**src/rtl/nand_page_packer.sv**
```systemverilog
// Packs a NAND page byte stream into little-endian 32-bit SRAM words, padding the tail word with 8'hFF.
// Optional running byte checksum: define NAND_PACKER_CHECKSUM_EN.
module nand_page_packer #(
    parameter int PAGE_BYTES = 2112,
    parameter int ADDR_W     = 10
) (
    input  logic              CLK,
    input  logic              RST,
    input  logic              PAGE_START,
    input  logic [7:0]        DIN,
    input  logic              DIN_VALID,
    output logic [ADDR_W-1:0] WADDR,
    output logic [31:0]       WD,
    output logic              WEN,
    output logic              BUSY,
    output logic              PAGE_DONE,
    output logic              OVERFLOW,
    output logic [15:0]       CHECKSUM
);
    localparam int               CNT_W = $clog2(PAGE_BYTES + 1);
    localparam int               REM   = PAGE_BYTES % 4;
    localparam logic [CNT_W-1:0] LAST  = CNT_W'(PAGE_BYTES - 1);

    typedef enum logic [1:0] {IDLE, FILL, FLUSH, DONE} state_t;

    state_t            r_state;
    logic [CNT_W-1:0]  r_cnt;
    logic [ADDR_W-1:0] r_widx;
    logic [23:0]       r_part;
    logic              r_seen;
    logic [ADDR_W-1:0] r_waddr;
    logic [31:0]       r_wd;
    logic              r_wen;
    logic              r_busy;
    logic              r_done;
    logic              r_ovf;

    // A PAGE_START restarts from byte 0 in any state, so the byte taken in
    // that cycle must see freshly cleared counters rather than the registers.
    logic              w_take;
    logic [CNT_W-1:0]  w_idx;
    logic [ADDR_W-1:0] w_widx;
    logic [23:0]       w_part;
    logic [23:0]       w_part_nxt;
    logic [1:0]        w_lane;

    assign w_take = DIN_VALID && (PAGE_START || r_state == FILL);
    assign w_idx  = PAGE_START ? '0 : r_cnt;
    assign w_widx = PAGE_START ? '0 : r_widx;
    assign w_part = PAGE_START ? 24'hFFFFFF : r_part;
    assign w_lane = 2'(w_idx);

    always_comb begin
        w_part_nxt = w_part;
        case (w_lane)
            2'd0:    w_part_nxt[7:0]   = DIN;
            2'd1:    w_part_nxt[15:8]  = DIN;
            2'd2:    w_part_nxt[23:16] = DIN;
            default: ;
        endcase
    end

    always_ff @(posedge CLK or posedge RST) begin
        if (RST) begin
            r_state <= IDLE;
            r_cnt   <= '0;
            r_widx  <= '0;
            r_part  <= 24'hFFFFFF;
            r_seen  <= 1'b0;
            r_waddr <= '0;
            r_wd    <= '0;
            r_wen   <= 1'b0;
            r_busy  <= 1'b0;
            r_done  <= 1'b0;
            r_ovf   <= 1'b0;
        end else begin
            r_wen  <= 1'b0;
            r_done <= 1'b0;
            if (PAGE_START) begin
                r_state <= FILL;
                r_busy  <= 1'b1;
                r_ovf   <= 1'b0;
                r_cnt   <= '0;
                r_widx  <= '0;
                r_part  <= 24'hFFFFFF;
            end
            if (w_take) begin
                r_cnt <= w_idx + CNT_W'(1);
                if (w_lane == 2'd3) begin
                    r_wen   <= 1'b1;
                    r_waddr <= w_widx;
                    r_wd    <= {DIN, w_part};
                    r_widx  <= w_widx + ADDR_W'(1);
                    r_part  <= 24'hFFFFFF;
                end else begin
                    r_part <= w_part_nxt;
                end
                if (w_idx == LAST) begin
                    if (REM != 0) begin
                        r_state <= FLUSH;
                    end else begin
                        r_state <= DONE;
                        r_busy  <= 1'b0;
                    end
                end
            end else if (!PAGE_START) begin
                case (r_state)
                    IDLE: if (DIN_VALID && r_seen) r_ovf <= 1'b1;
                    FLUSH: begin
                        // unfilled lanes still hold the erased pattern
                        r_wen   <= 1'b1;
                        r_waddr <= r_widx;
                        r_wd    <= {8'hFF, r_part};
                        r_state <= DONE;
                        r_busy  <= 1'b0;
                        if (DIN_VALID) r_ovf <= 1'b1;
                    end
                    DONE: begin
                        r_done  <= 1'b1;
                        r_seen  <= 1'b1;
                        r_state <= IDLE;
                        if (DIN_VALID) r_ovf <= 1'b1;
                    end
                    default: ;
                endcase
            end
        end
    end

`ifdef NAND_PACKER_CHECKSUM_EN
    logic [15:0] r_sum;

    always_ff @(posedge CLK or posedge RST) begin
        if (RST) begin
            r_sum <= '0;
        end else if (w_take) begin
            r_sum <= (PAGE_START ? 16'h0000 : r_sum) + {8'h00, DIN};
        end else if (PAGE_START) begin
            r_sum <= '0;
        end
    end

    assign CHECKSUM = r_sum;
`else
    assign CHECKSUM = 16'h0000;
`endif

    assign WADDR     = r_waddr;
    assign WD        = r_wd;
    assign WEN       = r_wen;
    assign BUSY      = r_busy;
    assign PAGE_DONE = r_done;
    assign OVERFLOW  = r_ovf;

endmodule

```
**config.mk**
```make
export PLATFORM = sky130hd
export DESIGN_NAME = nand_page_packer
export DESIGN_NICKNAME = d
export VERILOG_FILES = /design/src/rtl/nand_page_packer.sv
export SDC_FILE = /design/constraint.sdc
export NUM_CORES = 1
export LEC_CHECK = 0
export ABC_AREA = 1
export CORE_ASPECT_RATIO = 1.25
export CORE_UTILIZATION = 57
export CTS_CLUSTER_DIAMETER = 80
export CTS_CLUSTER_SIZE = 30
export DETAILED_ROUTE_END_ITERATION = 10
export PLACE_DENSITY = 0.85
export SLEW_MARGIN = 20
export SYNTH_ARGS = -nofsm -noshare
export SYNTH_HDL_FRONTEND = slang
export SYNTH_SLANG_ARGS = --single-unit
```
**constraint.sdc**
```tcl
create_clock -name CLK -period 6.6 [get_ports CLK]
set_clock_uncertainty 0.05 [all_clocks]
set_input_delay 0.66 -clock CLK [delete_from_list [all_inputs] [get_ports CLK]]
set_output_delay 0.66 -clock CLK [all_outputs]
set_load 0.005 [all_outputs]
```
==> out/results.tsv <==
metric	value	unit
status	completed	
max-slew-margin-rel	0.379	
drt_iter0_drc	254	
synth_area_leader_cell	dfrtp_1	
io_pins	74	
max_freq	0.292	GHz
hold_path.class	flip-flop to flip-flop	
antenna_left	0	
peakVddDrop	0.000244	V
core_area	0.00740	mm2
dpl.cell_count	620	
die_w	80.4	um
clockBufferDepth	2	
cts_root_buf	clkbuf_8	
period_share	0.518	
avgRoutedWirePerCell	14.2	um
drive_above_1_share	0.121	
critPathArrivalTime	3.63	ns
fin_setup_tns	0	ns
start_kind	primary input	
vias	3342	
die_h	100	um
antenna_cells	0	
power.leakage	2.32	nW
whs_path_depth	1	
worstReg2RegEnd	WD[27]	
holdBufCountCts	0	
hold_viol_final	0	
wirelength	9050	um
cts_made_buffers	9	
antenna_found_initial	0	
drv_cap	0	
setup_viol	0	
syn_inst	489	
gr-usage-all-layers	0.252	
htreeDepth	3	
hold_start	r_seen	
reg2reg_slack	3.99	ns
drv_slew	0	
first_pass_iters	5	
final_cell_mix	nand2_1, nor2_1, dfrtp_1, clkdlybuf4s50_1, inv_1	
grt.overflow.total	0	
start_util	0.591	
required	6.81	ns
cts_tree	yes	
io_buffer_count	57	
rows	35	
clk_latency	0.37	ns
final_common_cell	nand2_1	
place.gp.congestion	0.827	
path_class	primary input to flip-flop	
rsz0062_at_grt	false	
hpwl	6090	um
final_cells	636	
synth-seq-cells	95	
post_cts_resized	0	
cp_max_fo	58	
ff2ff_path_depth	8	
viasPerCell	5.25	
numClockSinks	95	
layout_min_cycle_time	3.42	ns
cts_setup_buffers	0	
yosys_warnings	0	
route.detailed.drc	0	
grt_pass1_vias	3290	
areaGrowthSynthToFinish	16.9	%
yosysTopAreaCellShare	0.406	
powerDensity	315	mW/mm2
rr_startpoint	r_state[1]	
worst_pin_slew	0.928	ns
end_kind	flip-flop	
synth.avg_cell_area	8.95	um2
grt_max_degree	65	
hold_path_end	r_seen	
clkTransAtPathRegs	0.09	ns
yosysSeqAreaShare	0.550	
finalNetCount	554	
grt_pass1_wl	15200	um
netlist_top_cells_area	dfrtp_1, dfstp_2, nand2_1, nor2_1, buf_4	
synth_cell_types	32	
synthesis.area	0.00438	mm2
dieArea	0.00804	mm2
-- where the power goes --
part           total (mW)  internal [mW]  switching [mW]
registers           0.790          0.716          0.0741
clock network       0.432          0.217           0.215
logic               0.391          0.234           0.157
-- layout make-up --
cell class | count | area, um2
clock buffers | 9 | 124
clock inverters | 7 | 101
fillers | 599 | 2290
inverters | 35 | 135
multi-input cells | 339 | 1650
flip-flops and latches | 95 | 2410
well taps | 92 | 115
repair buffers | 59 | 586
-- sequential cells by signal, summed over array words and instances (netlist names) --
| register | count |
|---|---|
| BUSY | 1 |
| WD | 32 |
| r_seen | 1 |
| WADDR | 10 |
| r_part | 24 |
| r_state | 2 |
| OVERFLOW | 1 |
| PAGE_DONE | 1 |
| r_widx | 10 |
| WEN | 1 |
| r_cnt | 12 |
-- logic make-up (layout without fill, tap and decap cells) --
family                   Yosys count  after routing  synth area share
AND/OR/NAND/NOR                  244            244             0.246
flip-flops                        95             95             0.550
buffers and inverters             70            110            0.0866
AO/OA/AOI/OAI                     65             65            0.0861
XOR/XNOR                          11             11            0.0220
adder cells (fa/ha/maj)            3              3           0.00858
other                              1             16          0.000857
-- metal layers --
metal	up-vias	GRT usage	wire (um)
li1	1617	-	-
met1	1618	0.318	3800
met2	89	0.424	4660
met3	18	0.0445	350
met4	0	0.110	227
met5	-	0	0
-- cell usage after synthesis --
master	instances
nand3_4	1
nand3b_1	1
o21ai_0	18
dfstp_2	24
inv_1	32
clkbuf_1	1
nor3_4	1
xor2_1	8
nor2_1	74
nor3_1	2
nor2_2	4
nand2_2	2
inv_4	1
dfrtp_1	71
o21ai_1	6
o21ai_4	1
nand4_1	3
nor2_4	6
buf_4	21
buf_2	10
inv_2	2
a21oi_1	24
nand3_1	23
ha_1	3
o211ai_1	16
nor3_2	1
nand2_4	3
conb_1	1
buf_6	3
xnor2_1	3
nand2_1	122
or2_2	1
-- worst max path at each step --
stage / start / to / slack [ns] / cells past startpoint
floorplan: RST / BUSY / 3.45 / 1
global placement: PAGE_START / WD[30] / 2.87 / 9
detailed placement: PAGE_START / WD[27] / 2.76 / 9
CTS: PAGE_START / WD[27] / 3.14 / 9
global route: PAGE_START / WADDR[4] / 2.85 / 9
finish: PAGE_START / WD[27] / 3.18 / 9
-- metrics by stage --
stage	util	hold slack [ns]	setup slack [ns]	cell area, um2	total power, mW
2_1_floorplan	-	0.384	3.45	4430	0.945
3_3_place_gp	0.661	0.401	2.87	4890	1.18
3_5_place_dp	0.661	0.400	2.76	4890	1.20
4_1_cts	0.691	0.422	3.14	5110	1.62
5_1_grt	0.691	0.450	2.85	5110	1.70
6_report	0.691	0.420	3.18	5110	1.61
-- critical path: stages --
cell and delay (ns):
clkdlybuf4s50_1 0.46, buf_4 0.40, inv_4 0.19, nand2_4 0.15, nand3_4 0.34, nand2_2 0.84, inv_2 0.34, nand2_1 0.16
nand2_1 0.06
No activity file was read; power rests on OpenSTA's default activity.
